<file path="config.mk">
export PLATFORM = sky130hd
export DESIGN_NAME = cdec_controller
export DESIGN_NICKNAME = d
export VERILOG_FILES = /design/src/rtl/cdec_pkg.sv /design/src/rtl/cdec_branch_cond.sv /design/src/rtl/cdec_controller.sv
export SDC_FILE = /design/constraint.sdc
export NUM_CORES = 1
export LEC_CHECK = 0
export CAP_MARGIN = 20
export CORE_MARGIN = 2
export CORE_UTILIZATION = 35
export CTS_BUF_LIST = sky130_fd_sc_hd__clkbuf_4
export DETAILED_ROUTE_END_ITERATION = 16
export GPL_TIMING_DRIVEN = 0
export PLACE_DENSITY = 0.68
export SLEW_MARGIN = 20
export SYNTH_ARGS = -nofsm -noshare
export SYNTH_HDL_FRONTEND = slang
export SYNTH_SLANG_ARGS = --single-unit
</file>
<file path="constraint.sdc">
create_clock -name clock -period 3.3 [get_ports clock]
set_input_delay 0.66 -clock clock [delete_from_list [all_inputs] [get_ports clock]]
set_output_delay 0.66 -clock clock [all_outputs]
set_load 0.02 [all_outputs]
</file>
<file path="src/rtl/cdec_pkg.sv">
// Shared encodings for the CDEC control unit: bus selects, ALU ops, FSM states
// and instruction fields.
package cdec_pkg;

    localparam logic [2:0] XS_PC  = 3'd0;
    localparam logic [2:0] XS_A   = 3'd1;
    localparam logic [2:0] XS_B   = 3'd2;
    localparam logic [2:0] XS_C   = 3'd3;
    localparam logic [2:0] XS_R   = 3'd4;
    localparam logic [2:0] XS_RD  = 3'd5;
    localparam logic [2:0] XS_FLG = 3'd6;
    localparam logic [2:0] XS_FF  = 3'd7;

    localparam logic [2:0] XD_PC  = 3'd0;
    localparam logic [2:0] XD_A   = 3'd1;
    localparam logic [2:0] XD_B   = 3'd2;
    localparam logic [2:0] XD_C   = 3'd3;
    localparam logic [2:0] XD_MAR = 3'd4;
    localparam logic [2:0] XD_WDR = 3'd5;
    localparam logic [2:0] XD_T   = 3'd6;
    localparam logic [2:0] XD_I   = 3'd7;

    localparam logic [3:0] ALU_ADD  = 4'd0;
    localparam logic [3:0] ALU_ADC  = 4'd1;
    localparam logic [3:0] ALU_SUB  = 4'd2;
    localparam logic [3:0] ALU_SBB  = 4'd3;
    localparam logic [3:0] ALU_AND  = 4'd4;
    localparam logic [3:0] ALU_OR   = 4'd5;
    localparam logic [3:0] ALU_XOR  = 4'd6;
    localparam logic [3:0] ALU_INC  = 4'd8;
    localparam logic [3:0] ALU_PASS = 4'd9;

    localparam logic [1:0] OPC_MOV = 2'b00;
    localparam logic [1:0] OPC_ALU = 2'b01;
    localparam logic [1:0] OPC_MEM = 2'b10;
    localparam logic [1:0] OPC_JMP = 2'b11;

    localparam logic [1:0] RC_IMM = 2'b11;
    localparam logic [2:0] OP_CMP = 3'b111;

    localparam logic [2:0] CC_ALWAYS = 3'b000;
    localparam logic [2:0] CC_Z      = 3'b001;
    localparam logic [2:0] CC_NZ     = 3'b010;
    localparam logic [2:0] CC_CY     = 3'b011;
    localparam logic [2:0] CC_NCY    = 3'b100;
    localparam logic [2:0] CC_S      = 3'b101;
    localparam logic [2:0] CC_NS     = 3'b110;
    localparam logic [2:0] CC_HALT   = 3'b111;

    typedef enum logic [4:0] {
        ST_RST    = 5'd0,
        ST_FETCH0 = 5'd1,
        ST_FETCH1 = 5'd2,
        ST_FETCH2 = 5'd3,
        ST_OPND0  = 5'd4,
        ST_OPND1  = 5'd5,
        ST_MOVX   = 5'd6,
        ST_ALU0   = 5'd7,
        ST_ALU1   = 5'd8,
        ST_ALU2   = 5'd9,
        ST_MEMA   = 5'd10,
        ST_LDX    = 5'd11,
        ST_STW    = 5'd12,
        ST_MEMW   = 5'd13,
        ST_JMP    = 5'd14,
        ST_HALT   = 5'd15
    } cdec_state_e;

    // Register code to Xbus source; immediate operands come from RD.
    function automatic logic [2:0] reg_src(input logic [1:0] rc);
        if (rc == RC_IMM) begin
            return XS_RD;
        end else begin
            return {1'b0, rc} + 3'd1;
        end
    endfunction

endpackage

</file>
<file path="src/rtl/cdec_branch_cond.sv">
// Branch condition evaluator: decides whether a jump with code ccc is taken.
module cdec_branch_cond
    import cdec_pkg::*;
(
    input  logic [2:0] ccc,
    input  logic [2:0] SZCy,
    output logic       take
);

    // Flag test selected by the condition code; HALT never takes.
    always_comb begin
        take = 1'b0;
        case (ccc)
            CC_ALWAYS: take = 1'b1;
            CC_Z:      take = SZCy[1];
            CC_NZ:     take = ~SZCy[1];
            CC_CY:     take = SZCy[0];
            CC_NCY:    take = ~SZCy[0];
            CC_S:      take = SZCy[2];
            CC_NS:     take = ~SZCy[2];
            default:   take = 1'b0;
        endcase
    end

endmodule

</file>
<file path="src/rtl/cdec_controller.sv">
// CDEC multi-cycle control FSM: one Xbus micro-step per clock.
// Optional build macro CDEC_SINGLE_STEP_EN gates each instruction on a step pulse.
module cdec_controller
    import cdec_pkg::*;
(
    input  logic       clock,
    input  logic       reset,
    input  logic [7:0] I,
    input  logic [2:0] SZCy,
    input  logic       step,
    output logic [2:0] xsrc,
    output logic [2:0] xdst,
    output logic [3:0] aluop,
    output logic       Rwe,
    output logic       FLGwe,
    output logic       MWe,
    output logic       halted,
    output logic [4:0] dbg_state
);

    cdec_state_e state_r;
    cdec_state_e dec_state_s;
    cdec_state_e opnd_next_s;
    logic        take_s;

    logic [1:0] opc_s;
    logic [1:0] rd_s;
    logic [1:0] rs_s;
    logic [2:0] op_s;
    logic       mem_st_s;
    logic       mem_c_s;

    assign opc_s    = I[7:6];
    assign op_s     = I[5:3];
    assign rd_s     = I[3:2];
    assign rs_s     = I[1:0];
    assign mem_st_s = I[5];
    assign mem_c_s  = I[4];
    assign dbg_state = state_r;

`ifdef CDEC_SINGLE_STEP_EN
    logic armed_r;
`else
    logic unused_step_s;
    assign unused_step_s = step;
`endif

    cdec_branch_cond u_branch (
        .ccc  (op_s),
        .SZCy (SZCy),
        .take (take_s)
    );

    // Successor of FETCH2 (decode) and of OPND1 (operand available on RD).
    always_comb begin
        dec_state_s = ST_OPND0;
        opnd_next_s = ST_MOVX;
        case (opc_s)
            OPC_MOV: begin
                dec_state_s = (rs_s == RC_IMM) ? ST_OPND0 : ST_MOVX;
                opnd_next_s = ST_MOVX;
            end
            OPC_ALU: begin
                dec_state_s = (rs_s == RC_IMM) ? ST_OPND0 : ST_ALU0;
                opnd_next_s = ST_ALU0;
            end
            OPC_MEM: begin
                dec_state_s = mem_c_s ? ST_MEMA : ST_OPND0;
                opnd_next_s = ST_MEMA;
            end
            default: begin
                dec_state_s = (op_s == CC_HALT) ? ST_HALT : ST_OPND0;
                opnd_next_s = ST_JMP;
            end
        endcase
    end

    // State register; reset forces RST from any state.
    always_ff @(posedge clock or negedge reset) begin
        if (!reset) begin
            state_r <= ST_RST;
`ifdef CDEC_SINGLE_STEP_EN
            armed_r <= 1'b0;
`endif
        end else begin
            case (state_r)
                ST_RST:    state_r <= ST_FETCH0;
`ifdef CDEC_SINGLE_STEP_EN
                ST_FETCH0: begin
                    if (armed_r) begin
                        state_r <= ST_FETCH1;
                        armed_r <= 1'b0;
                    end else if (step) begin
                        armed_r <= 1'b1;
                    end
                end
`else
                ST_FETCH0: state_r <= ST_FETCH1;
`endif
                ST_FETCH1: state_r <= ST_FETCH2;
                ST_FETCH2: state_r <= dec_state_s;
                ST_OPND0:  state_r <= ST_OPND1;
                ST_OPND1:  state_r <= opnd_next_s;
                ST_ALU0:   state_r <= ST_ALU1;
                ST_ALU1:   state_r <= (op_s == OP_CMP) ? ST_FETCH0 : ST_ALU2;
                ST_MEMA:   state_r <= mem_st_s ? ST_STW : ST_LDX;
                ST_STW:    state_r <= ST_MEMW;
                ST_HALT:   state_r <= ST_HALT;
                default:   state_r <= ST_FETCH0;
            endcase
        end
    end

    // Micro-op decode; anything not listed issues the NOP (T <= FF).
    always_comb begin
        xsrc   = XS_FF;
        xdst   = XD_T;
        aluop  = ALU_ADD;
        Rwe    = 1'b0;
        FLGwe  = 1'b0;
        MWe    = 1'b0;
        halted = 1'b0;
        case (state_r)
            ST_FETCH0: begin
`ifdef CDEC_SINGLE_STEP_EN
                if (armed_r) begin
                    xsrc  = XS_PC;
                    xdst  = XD_MAR;
                    aluop = ALU_INC;
                    Rwe   = 1'b1;
                end else begin
                    xsrc = XS_FF;
                end
`else
                xsrc  = XS_PC;
                xdst  = XD_MAR;
                aluop = ALU_INC;
                Rwe   = 1'b1;
`endif
            end
            ST_FETCH1: begin
                xsrc = XS_RD;
                xdst = XD_I;
            end
            ST_FETCH2, ST_OPND1: begin
                xsrc = XS_R;
                xdst = XD_PC;
            end
            ST_OPND0: begin
                xsrc  = XS_PC;
                xdst  = XD_MAR;
                aluop = ALU_INC;
                Rwe   = 1'b1;
            end
            ST_MOVX: begin
                if (rd_s != RC_IMM) begin
                    xsrc = reg_src(rs_s);
                    xdst = {1'b0, rd_s} + 3'd1;
                end else begin
                    xsrc = XS_FF;
                end
            end
            ST_ALU0: begin
                xsrc = reg_src(rs_s);
                xdst = XD_T;
            end
            ST_ALU1: begin
                xsrc  = XS_A;
                xdst  = XD_T;
                aluop = (op_s == OP_CMP) ? ALU_SUB : {1'b0, op_s};
                Rwe   = 1'b1;
                FLGwe = 1'b1;
            end
            ST_ALU2: begin
                xsrc = XS_R;
                xdst = XD_A;
            end
            ST_MEMA: begin
                xsrc = mem_c_s ? XS_C : XS_RD;
                xdst = XD_MAR;
            end
            ST_LDX: begin
                xsrc = XS_RD;
                xdst = XD_A;
            end
            ST_STW: begin
                xsrc = XS_A;
                xdst = XD_WDR;
            end
            ST_MEMW: MWe = 1'b1;
            ST_JMP: begin
                if (take_s) begin
                    xsrc = XS_RD;
                    xdst = XD_PC;
                end else begin
                    xsrc = XS_FF;
                end
            end
            ST_HALT: halted = 1'b1;
            default: halted = 1'b0;
        endcase
    end

endmodule
</file>
Word-level counts from Yosys, hierarchy flattened. Index checks and enable logic that the tools add are counted.

Register bits: 5. Input bits: 14.

$add $sub $neg: 2. Equal/unequal tests: 26. Muxes and demuxes: 24. Bitwise operators: 3. Reduce and logical (&&, ||, !) cells: 10.

Operator list (number): $pmux W5 S10 (1); $eq A5 B4 Y1 const B (8); $pmux W3 S8 (1); $pmux W4 S3 (2); $mux W3 (7); $pmux W3 S7 (1); $eq A5 B3 Y1 const B (4); $eq A3 B3 Y1 const B (4); $mux W4 (3); $eq A5 B2 Y1 const B (2); $reduce_or A2 Y1 (5); $reduce_or A3 Y1 (3); $pmux W4 S2 (1); $pmux W1 S7 (1); $add A2 B1 Y3 const B (2); $eq A3 B2 Y1 const B (2); $mux W2 (3); $eq A5 B1 Y1 const B (1); $eq A2 B2 Y1 const B (2); $mux W1 (4); $eq A3 B1 Y1 const B (1); $logic_not A3 Y1 (1); $not A1 Y1 (3); $eq A2 B1 Y1 const B (1); other kinds (2) (2).

Longest topological paths before layout. Gate-level depths: netlist of run 1.

Depth in word-level cells: 4. Mapped depth: 6. Gate-level depth less buffers: 5.

Cells and area by module. From an unflattened synthesis of run 1, not the netlist that was laid out.

Cell total of the unflattened synthesis: 116. Area, all modules: 773.2 um^2.

Modules (own cells, without submodules): cdec_controller (instances 1, cells each 106, area each 711.9 um^2, seq. area each 100.1 um^2); cdec_branch_cond (instances 1, cells each 10, area each 61.3 um^2, seq. area each 0.0 um^2).

Worst setup path before layout of run 1. No wires, ideal clock.

Path type: input port to output port. Start: input I[3]. End: output xsrc[1]. Arrival: 1671 ps. Data required time: 2640 ps. Path slack: 969 ps. Stages on the path: 5. Path buffers: 1. Cell sequence: buf_2 > nand4b_1 > o21ai_1 > or4_1 > nand3_1.

Word-level cells in the longest chain between the ends: 4.

Ends and longest elaborated chain: start, declared (line cdec_controller.sv:8) `input logic [7:0] I,`; $eq A3 B3 Y1, or another cell as far along (line cdec_branch_cond.sv:13) `case (ccc)`; $pmux W1 S7 (line cdec_branch_cond.sv:13); $mux W2 (line cdec_controller.sv:192) `if (take_s) begin`; $pmux W3 S8 (*) (line cdec_controller.sv:123) `case (state_r)`; end, declared (line cdec_controller.sv:11) `output logic [2:0] xsrc,`.

Mark *: on every way between the ends. The rest lies on a longest branch, timed or not.

Worst setup path in the final report of run 1.
Start: input I[3]. End: output xsrc[2].

Word-level cells in the longest chain between the ends: 3.

Ends and longest elaborated chain: $ne A2 B2 Y1 (line cdec_controller.sv:156) `if (rd_s != RC_IMM) begin`; $mux W3 (line cdec_controller.sv:156); $pmux W3 S8 (line cdec_controller.sv:123).

Every way passes these cells.

==> flow_summary.json, run 1 <==
{
  "gp_congestion": 0.9410,
  "post_drt_wl_per_cell_um": 14.36,
  "p_leak_nw": 0.4688,
  "synthCells": 113,
  "yosysSeqAreaShare_pct": 12.74,
  "synth_top_area_share_pct": 12.74,
  "root_buffer": "clkbuf_4",
  "syn_nets": 129,
  "setup_slack_ps": 133.6,
  "yosysWarnings": 0,
  "p_sw_w": 0.0005064,
  "cp_top_family": "buffers and inverters",
  "vias": 982,
  "hold_violations": 0,
  "nFillCells": 233,
  "preCtsSetupSlack_ps": -88.62,
  "dr.pass1.iters": 4,
  "synth_top_cell_by_area": "dfrtp_1",
  "synth_area_um2": 785.8,
  "swShare_pct": 50.91,
  "synth-seq-cells": 4,
  "wl_um": 2484,
  "use_met3_pct": 2.632,
  "dp_hpwl_um": 1864,
  "required_ps": 2640,
  "pwr-share-comb_pct": 83.8,
  "drtIter0Drc": 38,
  "clkPwrFrac_pct": 6.1,
  "slowest_delay_ps": 650,
  "slew_viol_final": 0,
  "arrival_ps": 2510,
  "syn_avg_cell_area_um2": 6.954,
  "peakVddDrop_mv": 0.4518,
  "multi_input_area_um2": 598.1,
  "port_buffers": 29,
  "power_density_nw_per_um2": 871.6,
  "utilization_pct": 52.60,
  "final_cell_area_um2": 1141,
  "cts_sinks": 4,
  "cp_num_buf_inv": 3,
  "critPathKind": "input pin to output port",
  "cts_buffer_depth": 2,
  "rsz0062_at_grt": "false",
  "antenna_found_initial": 0,
  "placementRows": 17,
  "timing.fmax_mhz": 315.8,
  "grt_use_met2_pct": 33.76,
  "postCtsSetupBuffers": 0,
  "crit_top_cell": "clkdlybuf4s50_1",
  "cts_max_level": 1,
  "cts_hold_buf": 0,
  "drv_cap": 0,
  "synth_edf_count": 0,
  "grt-busiest-layer": "met2",
  "vias_per_cell": 5.676,
  "grt_pass1_vias": 980,
  "die_h_um": 51.38,
  "ios": 33,
  "regArea_um2": 100.1,
  "synthTopCellsByArea": "dfrtp_1, a21oi_1, nand3_1",
  "worstPathCellList": "clkdlybuf4s50_1 -> buf_2 -> nand3b_1 -> nor4b_1 -> a211oi_1 -> clkdlybuf4s50_1",
  "synth_ff_type": "dfrtp_1",
  "dieArea_um2": 2640,
  "yosysUniqueCellTypes": 47,
  "crit_path_start_kind": "input pin",
  "seq_power_share_pct": 10.1,
  "core-area_um2": 2170,
  "worstSetupEndpointType": "output port",
  "diodes": 0,
  "cp_max_fo": 10,
  "cts-buffers-inserted": 3,
  "grt_pass1_wl_um": 4229,
  "layout-drive-gt1-share_pct": 13.10,
  "finalCritPeriodShare_pct": 95.95,
  "placed_area_um2": 1111,
  "grt.total_usage_pct": 20.36,
  "grt_max_degree": 11,
  "antenna_left": 0,
  "drc": 0,
  "hold_class": "input pin to async pin",
  "start_util_pct": 36.22,
  "setup_viol_count_final": 0,
  "crit_slowest_cell": "clkdlybuf4s50_1",
  "cts_tree": "built",
  "hold_slack_ps": 629.9,
  "overflow": 0,
  "fin_skew_ps": 4.557,
  "nNetsFinal": 163,
  "synth_common_cells": "a21oi_1, nand2_1, nand3_1, nor2_1",
  "status": "complete, no violations",
  "area_delta_synth_final_pct": 45.22,
  "p_int_w": 0.0004882,
  "met1_usage_pct": 25.49,
  "clk_pin_slew_worst_paths_ps": 40,
  "fin_crit_ps": 3166,
  "synthArstFlopShare_pct": 100.0,
  "die_x_um": 51.38,
  "report.power.total_w": 0.0009946,
  "clk_latency_ps": 240,
  "largest_reg_flops": 4
}
[cell type report]
cell class	instances	share of cell area (%)
Multi-Input combinational cell	94	52.41
Timing Repair Buffer	29	25.77
Sequential cell	4	8.772
Buffer	11	6.689
Tap cell	28	3.070
Clock buffer	3	1.974
Inverter	4	1.316
[what timing repair did]
action / CTS / global route
endpoints found under the setup margin: 1 / 2
gates resized for setup: 1 / 3
hold endpoints to repair: 0 / 0
[power groups by stage]
stage / clock network [W] / registers [W] / logic (W)
detailed placement: 0 / 0.000101 / 0.000832
floorplan: 0 / 0.000119 / 0.000510
global route: 0.0000686 / 0.000105 / 0.000902
CTS: 0.0000644 / 0.000100 / 0.000831
finish: 0.0000607 / 0.000100 / 0.000834
global placement: 0 / 0.0000996 / 0.000835
[routing by layer]
| metal | share of wire [%] | up-vias |
|---|---|---|
| li1 | - | 477 |
| met1 | 42 | 459 |
| met2 | 51 | 44 |
| met3 | 6.4 | 2 |
| met4 | 0.56 | 0 |
| met5 | 0 | - |
[cells by family after synthesis]
family	count (synthesis)	share of synthesized area, %
and+or+nand+nor	52	37.26
adders and majority gates	2	3.184
AOI/OAI and AO/OA	37	32.33
xor gates and xnor gates	1	1.115
DFF	4	12.74
other	1	0.4772
buffers and inverters	15	11.62
muxes	1	1.274
[through the flow]
stage          cells  setup TNS [ps]
5_1_grt          173               0
6_report         173               0
3_5_place_dp     170          -88.62
3_3_place_gp     170          -77.96
4_1_cts          173               0
2_1_floorplan    113               0
[path summary, 6_finish.rpt]
kind / start / to / slack [ps] / cells past startpoint
max: I[3] / xsrc[2] / 130 / 6
min: reset / dbg_state[3]$_DFF_PN0_ / 630 / 1
max reg2reg: dbg_state[2]$_DFF_PN0_ / dbg_state[0]$_DFF_PN0_ / 1830 / 5
min reg2reg: dbg_state[2]$_DFF_PN0_ / dbg_state[3]$_DFF_PN0_ / 890 / 3
max in group asynchronous: reset / dbg_state[2]$_DFF_PN0_ / 2500 / 1
min in group clock: dbg_state[2]$_DFF_PN0_ / dbg_state[3]$_DFF_PN0_ / 890 / 3
[cells in the final DEF (no fill, tap or decap), types with 2 or more instances in the layout]
cell type	n
a22oi_1	2
o21a_1	3
and3_1	3
a21oi_1	8
nor4_1	2
nor2b_1	5
dlymetal6s2s_1	2
nand2b_1	3
nor3b_1	2
clkbuf_4	3
and2_1	2
nand3b_1	2
nor3_1	3
ha_1	2
or2_1	2
nand3_1	7
o21ai_0	5
inv_1	3
dfrtp_1	4
buf_6	2
nand2_1	8
buf_4	4
o21ai_1	3
a211oi_1	3
clkdlybuf4s50_1	26
buf_2	4
nor2_1	7
Power figures use the tool's default switching activity.
==> run 2: changes to the inputs <==
--- a/config.mk
+++ b/config.mk
@@ -12,6 +12,7 @@
 export DETAILED_ROUTE_END_ITERATION = 16
 export GPL_TIMING_DRIVEN = 0
 export PLACE_DENSITY = 0.68
+export RECOVER_POWER = 100
 export SLEW_MARGIN = 20
 export SYNTH_ARGS = -nofsm -noshare
 export SYNTH_HDL_FRONTEND = slang
==> run 2 against run 1 <==
Against the previous run: non-clock buffer count unchanged; critical path depth unchanged; clock skew about the same; die area unchanged; total power decreased by 3.2%; via count increased by 1.5%; utilization decreased by 1.0 points; sequential power about the same; design area decreased by 2.0%; flip-flop and latch count unchanged; combinational power decreased by 3.8%; clock power about the same.
==> flow_summary.json, run 2 (synthesis results as in run 1) <==
{
  "layout-drive-gt1-share_pct": 11.03,
  "dp_hpwl_um": 1864,
  "hold_slack_ps": 702.0,
  "hold_class": "input pin to async pin",
  "clk_pin_slew_worst_paths_ps": 40,
  "cp_max_fo": 10,
  "grt_pass1_vias": 980,
  "worstSetupEndpointType": "output port",
  "vias_per_cell": 5.763,
  "nFillCells": 233,
  "crit_path_start_kind": "input pin",
  "finalCritPeriodShare_pct": 96.33,
  "p_int_w": 0.0004563,
  "cts_sinks": 4,
  "wl_um": 2497,
  "place_inst": 170,
  "drc": 0,
  "multi_input_area_um2": 589.3,
  "root_buffer": "clkbuf_4",
  "post_drt_wl_per_cell_um": 14.43,
  "vias": 997,
  "final_cell_mix": "dlygate4sd3_1, clkdlybuf4s50_1, a21oi_1, nand2_1",
  "swShare_pct": 52.59,
  "pwr-share-comb_pct": 83.4,
  "antenna_left": 0,
  "placementRows": 17,
  "largest_reg_flops": 4,
  "drtIter0Drc": 38,
  "critPathKind": "input pin to output port",
  "required_ps": 2640,
  "fin_skew_ps": 4.537,
  "antenna_found_initial": 0,
  "grt_max_degree": 11,
  "hold_violations": 0,
  "cts_max_level": 1,
  "grt_pass1_wl_um": 4229,
  "dr.pass1.iters": 4,
  "cts_buffer_depth": 2,
  "port_buffers": 29,
  "overflow": 0,
  "die_h_um": 51.38,
  "postCtsSetupBuffers": 0,
  "power_density_nw_per_um2": 860.4,
  "gp_congestion": 0.9410,
  "cts-buffers-inserted": 3,
  "clkPwrFrac_pct": 6.3,
  "slew_viol_final": 0,
  "drv_cap": 0,
  "fin_cells": 173,
  "area_delta_synth_final_pct": 42.36,
  "regArea_um2": 100.1,
  "setup_viol_count_final": 0,
  "core-area_um2": 2170,
  "arrival_ps": 2520,
  "peakVddDrop_mv": 0.4080,
  "nNetsFinal": 163,
  "grt.total_usage_pct": 20.36,
  "fin_crit_ps": 3179,
  "die_x_um": 51.38,
  "status": "complete, no violations",
  "layout_commonest_cell": "dlygate4sd3_1",
  "seq_power_share_pct": 10.3,
  "rsz0062_at_grt": "false",
  "ios": 33,
  "diodes": 0,
  "report.power.total_w": 0.0009625,
  "rrSetupSlack_ps": 1740,
  "p_sw_w": 0.0005061,
  "start_util_pct": 36.22,
  "finalSetupTns_ps": 0,
  "timing.fmax_mhz": 314.6,
  "cts_tree": "built",
  "clk_latency_ps": 240,
  "dieArea_um2": 2640,
  "p_leak_nw": 0.4814
}
[run 2: metrics by stage]
step	cell area (um^2)	utilization, %	setup slack, ps
2_1_floorplan	785.8	-	969.3
3_3_place_gp	1111	51.21	-77.96
3_5_place_dp	1111	51.21	-88.62
4_1_cts	1132	52.19	17.48
5_1_grt	1119	51.56	21.06
6_report	1119	51.56	121.1
[run 2: repair_timing]
item                       CTS  global route
gates resized for setup      1             3
hold buffers                 0             0
setup endpoints to repair    1             2
[run 2: final timing paths]
path / startpoint / endpoint / cells after the start
worst max-delay path: I[3] / xsrc[2] / 6
worst min-delay path: reset / dbg_state[3]$_DFF_PN0_ / 1
worst max register to register: dbg_state[2]$_DFF_PN0_ / dbg_state[2]$_DFF_PN0_ / 6
worst min register to register: dbg_state[0]$_DFF_PN0_ / dbg_state[3]$_DFF_PN0_ / 4
max in group asynchronous: reset / dbg_state[2]$_DFF_PN0_ / 1
min in group clock: dbg_state[0]$_DFF_PN0_ / dbg_state[3]$_DFF_PN0_ / 4
[run 2: layer usage]
layer	vias to the layer above	part of all wire, %	track usage, %
li1	479	-	-
met1	460	43	25.49
met2	56	49	33.76
met3	2	7.8	2.632
met4	0	0.64	10.53
met5	-	0	0
[run 2: power groups by stage]
stage / combinational (W) / sequential [W] / clock, W
final: 0.000802 / 0.0000995 / 0.0000607
after detailed placement: 0.000832 / 0.000101 / 0
after floorplan: 0.000510 / 0.000119 / 0
after CTS: 0.000831 / 0.000100 / 0.0000644
after global routing: 0.000866 / 0.000104 / 0.0000686
after global placement: 0.000835 / 0.0000996 / 0
[run 2: area by class of cell]
class,instances,share of cell area [%]
timing repair buffer,29,25.50
sequential,4,8.949
inverter,4,1.342
buffer,11,6.376
tap,28,3.132
multi-input combinational,94,52.68
clock buffer,3,2.013
[run 2: critical path, stage by stage]
cell and delay [ps]:
clkdlybuf4s50_1 460, buf_2 210, nand3b_1 120, nor4b_1 160, a211oi_1 260, clkdlybuf4s50_1 650
==> variant 1: new RTL, flow settings as in run 1 <==
Add a define of `CDEC_SINGLE_STEP_EN`.
--- a/src/rtl/cdec_controller.sv
+++ b/src/rtl/cdec_controller.sv
@@ -1,5 +1,7 @@
 // CDEC multi-cycle control FSM: one Xbus micro-step per clock.
 // Optional build macro CDEC_SINGLE_STEP_EN gates each instruction on a step pulse.
+`define CDEC_SINGLE_STEP_EN
+
 module cdec_controller
     import cdec_pkg::*;
 (
Behaviour: not the same (Yosys sat finds a counterexample within 4 cycles, from zero or initial values and one cycle with reset low).
==> variant 1 against run 1 <==
Largest power group unchanged. Highest routed layer unchanged. Die area rose by 11%. Setup slack improved by 0.15 ns. Core utilization fell by 1.2 points. First-iteration DRC count fell by 26%. Synthesized cell count rose by 18%. Register-to-register slack got worse by 0.17 ns. Area after synthesis rose by 12%. Wire length rose by 9.4%. Total power rose by 13%. Sequential power rose by 13%. Sequential share of layout area rose by 1.2 points. Final area rose by 9.5%. Sequential cell count rose by 1.
==> variant 1: results (changes against run 1) <==
[outcome]
status = completed

[final_layout]
finalNetCount = 184  ; +13%
layout-drive-gt1-share_pct = 10.8  ; -2.3 points
fill_cells = 246  ; +5.6%
largest_register_ffs = 4  ; unchanged

[placed_design]
port_buffers = 30  ; +3.4%
pre_cts_slack_ns = -0.00965  ; +0.0790 ns
post-dp-hpwl_mm = 2.21  ; +19%
gp_congestion = 0.914  ; -2.8%

[logic_synthesis]
yosysWarningCount = 0  ; unchanged
yosysUniqueCellTypes = 45  ; -4.3%
synth-edff-count = 0  ; unchanged
ys_seq_area_share_pct = 14.2  ; +1.5 points
synth_compound_area_share_pct = 35.1  ; +2.8 points
ys_top_cells_by_count = 14 x nand2_1, 13 x nor2_1, 11 x o21ai_0
postSynthNetCount = 149  ; +16%
synthMuxAreaShare_pct = 1.28  ; +0.0063 points
synthAdderAreaFrac_pct = 2.84  ; -0.34 points
yosys-top-cells-area = dfrtp_1 14%, o21ai_0 6.3%, nand2_1 6.0%, nor2_1 5.5%, a21oi_1 5.1%
synth_xor_area_share_pct = 0  ; -1.1 points

[global_routing]
grtUsageMet1_pct = 29.3  ; +3.8 points
grt_use_total_pct = 20.7  ; +0.38 points
use_met2_pct = 32.9  ; -0.83 points
grt_pass1_vias = 1000  ; +2.0%
grt_pass1_wl_mm = 4.54  ; +7.4%
grt_util_met3_pct = 2.50  ; -0.13 points

[pwr]
leakagePower_nw = 0.513  ; +9.4%
switching_power_mw = 0.559  ; +10%
peakVddDrop_mv = 0.437  ; -3.3%

[drt]
wl_per_cell_um = 13.8  ; -3.9%
first_iter_violations = 28  ; -26%
vias = 1099  ; +12%

[critical_path]
cpPeakStageDelay_ns = 0.41  ; -0.24 ns

[cts]
cts_made_buffers = 3  ; unchanged
cts_resized = 2  ; +1

[sta]
clock_skew_ns = 0.00226  ; -0.00230 ns

## variant 1: cell type report
cell class | instances | share of cell area (%)
Buffer | 14 | 6.51
Clock buffer | 4 | 2.40
Inverter | 5 | 1.50
Multi-Input combinational cell | 109 | 52.4
Sequential cell | 5 | 10.0
Tap cell | 30 | 3.00
Timing Repair Buffer | 30 | 24.2
## variant 1: logic make-up (layout without fill, tap and decap cells)
| family | Yosys count | after routing |
|---|---|---|
| multiplexers | 1 | 1 |
| AND/OR/NAND/NOR | 59 | 59 |
| AO/OA/AOI/OAI | 46 | 46 |
| adder cells (fa/ha/maj) | 2 | 2 |
| other | 1 | 1 |
| flip-flops | 5 | 5 |
| buffers and inverters | 19 | 53 |
## variant 1: stage by stage
step           cells  TNS (ns)  area (µm²)
2_1_floorplan    133         0         880
3_3_place_gp     193         0        1220
3_5_place_dp     193   -0.0104        1220
4_1_cts          197         0        1240
5_1_grt          197         0        1250
6_report         197         0        1250
## variant 1: worst reg2reg max path: cells and delay by family (launching register included)
kind	cells	cell delay, ns
compound gates	3	0.93
buf+inv	1	0.17
simple gates	1	0.12
flops	1	0.34
## variant 1: power by group through the flow
stage          logic [mW]  registers (mW)  clock network, mW
6_report            0.927           0.113             0.0787
5_1_grt              1.02           0.117             0.0891
4_1_cts             0.933           0.114             0.0807
3_5_place_dp        0.939           0.115                  0
3_3_place_gp        0.941           0.114                  0
2_1_floorplan       0.592           0.134                  0
## variant 1: worst paths after layout
check                                  start           end  slack, ns  depth (start not counted)
worst max-delay path                    I[4]       xsrc[1]       0.29                          7
worst min-delay path                   reset  dbg_state[1]       0.65                          1
worst max register to register  dbg_state[1]  dbg_state[1]       1.66                          5
worst min register to register       armed_r       armed_r       0.72                          2
max in group asynchronous              reset  dbg_state[0]       2.46                          1
min in group clock                   armed_r       armed_r       0.72                          2
## variant 1: metal layers
metal	wire length [µm]	up-vias	share of wire, %
met2	1250	48	46
met4	9	0	0.33
met5	0	-	0
li1	-	550	-
met1	1260	499	46
met3	201	2	7.4
==> variant 2: new RTL, flow settings as in run 1 <==
Made on the original files. Register the inputs `I` and `SZCy` before use. The logic sees them one clock later. The other inputs are not delayed to match.
--- a/src/rtl/cdec_controller.sv
+++ b/src/rtl/cdec_controller.sv
@@ -18,6 +18,14 @@
     output logic [4:0] dbg_state
 );
 
+    logic [7:0] I_q;
+    logic [2:0] SZCy_q;
+
+    always_ff @(posedge clock) begin
+        I_q    <= I;
+        SZCy_q <= SZCy;
+    end
+
     cdec_state_e state_r;
     cdec_state_e dec_state_s;
     cdec_state_e opnd_next_s;
@@ -30,12 +38,12 @@
     logic       mem_st_s;
     logic       mem_c_s;
 
-    assign opc_s    = I[7:6];
-    assign op_s     = I[5:3];
-    assign rd_s     = I[3:2];
-    assign rs_s     = I[1:0];
-    assign mem_st_s = I[5];
-    assign mem_c_s  = I[4];
+    assign opc_s    = I_q[7:6];
+    assign op_s     = I_q[5:3];
+    assign rd_s     = I_q[3:2];
+    assign rs_s     = I_q[1:0];
+    assign mem_st_s = I_q[5];
+    assign mem_c_s  = I_q[4];
     assign dbg_state = state_r;
 
 `ifdef CDEC_SINGLE_STEP_EN
@@ -47,7 +55,7 @@
 
     cdec_branch_cond u_branch (
         .ccc  (op_s),
-        .SZCy (SZCy),
+        .SZCy (SZCy_q),
         .take (take_s)
     );
 
Formal check against the unedited RTL: not equivalent (Yosys sat finds a counterexample within 10 cycles, from zero or initial values and one cycle with reset low).
==> variant 2 against run 1 <==
Area after synthesis grew 26%. Wire length grew 15%. Final cell count grew 13%. Total power grew 26%. Sequential power grew 150%. Setup slack gained 0.23 ns. Final area grew 19%. Synthesized cell count grew 16%. Sequential cell count grew 11.
==> variant 2: results (changes against run 1) <==
[final_layout]
finalNetCount = 182  ; +12%
fill_cells = 267  ; +15%
layout-drive-gt1-share_pct = 10.9  ; -2.2 points
num-multi-input-gates = 100  ; +6.4%
clock_area_share_pct = 2.03  ; +0.052 points
fin_cells = 196  ; +13%

[drt]
drt-total-wl_mm = 2.85  ; +15%
first_iter_violations = 48  ; +26%
vias = 1082  ; +10%

[pwr]
leakagePower_nw = 0.560  ; +19%
switching_power_mw = 0.606  ; +20%
peakVddDrop_mv = 0.611  ; +35%

[outcome]
status = completed

[global_routing]
grt_pass1_vias = 946  ; -3.5%
grt_use_total_pct = 18.2  ; -2.2 points

[floorplanning]
rows = 19  ; +2

[placed_design]
dp.cells = 192  ; +13%
gp_congestion = 0.953  ; +1.3%
pre_cts_slack_ns = 0.724  ; +0.812 ns

[logic_synthesis]
yosys-top-cells-area = dfxtp_1 22%, dfrtp_1 10%, a21oi_1 6.6%, nand2_1 5.3%, and3_1 4.4%
synthArstFlopShare_pct = 26.7  ; -73 points
synth_flop_cell = dfxtp_1
ys_top_cells_by_count = 14 x nand2_1, 13 x a21oi_1, 11 x dfxtp_1
ys_seq_area_share_pct = 32.3  ; +20 points

[cts]
worstSkewPairLatency_ns = 0.30  ; +0.06 ns

==> variant 2: changes by cell type after synthesis, moves of 3 or more <==
cell / change
and3_1: +4
dfxtp_1: +11
a21oi_1: +5
nand3_1: -3
nand2_1: +6
o211ai_1: +3
o21ai_1: -3
==> variant 2: worst paths after layout <==
check,from,to,slack [ns],cells after the start
setup reg to reg,dbg_state[1],dbg_state[1],1.88,5
setup / recovery,dbg_state[3],xsrc[1],0.36,6
hold / removal,reset,dbg_state[3],0.55,1
max in group asynchronous,reset,dbg_state[0],2.58,1
min in group clock,I_q[6],dbg_state[0],0.57,1
hold reg to reg,I_q[6],dbg_state[0],0.57,1
==> variant 2: cell families after synthesis <==
| logic type | Yosys count | synth area share, % |
|---|---|---|
| flops | 15 | 32.3 |
| other cells | 1 | 0.378 |
| fa+ha+maj | 2 | 2.52 |
| compound gates | 39 | 25.7 |
| simple gates | 58 | 30.8 |
| buf+inv | 16 | 8.32 |
==> variant 2: layer usage <==
metal / vias to the layer above / share of wire [%] / wire [µm] / track usage, %
li1: 532 / - / - / -
met1: 489 / 45 / 1280 / 25.9
met2: 56 / 44 / 1250 / 25.6
met3: 5 / 9.3 / 266 / 4.08
met4: 0 / 1.9 / 54 / 9.30
met5: - / 0 / 0 / 0
==> variant 2: worst max-delay path: cells and delay by family, from the launching register on <==
kind | cells | cell delay, ns
simple gates | 2 | 0.45
compound gates | 2 | 0.28
buf+inv | 2 | 0.80
flops | 1 | 0.44
==> variant 2: power by group through the flow <==
stage | logic [mW] | clock network, mW | registers (mW)
after global routing | 0.962 | 0.120 | 0.254
after detailed placement | 0.881 | 0 | 0.252
after global placement | 0.878 | 0 | 0.251
final | 0.894 | 0.111 | 0.247
after floorplan | 0.527 | 0 | 0.271
after CTS | 0.885 | 0.114 | 0.248
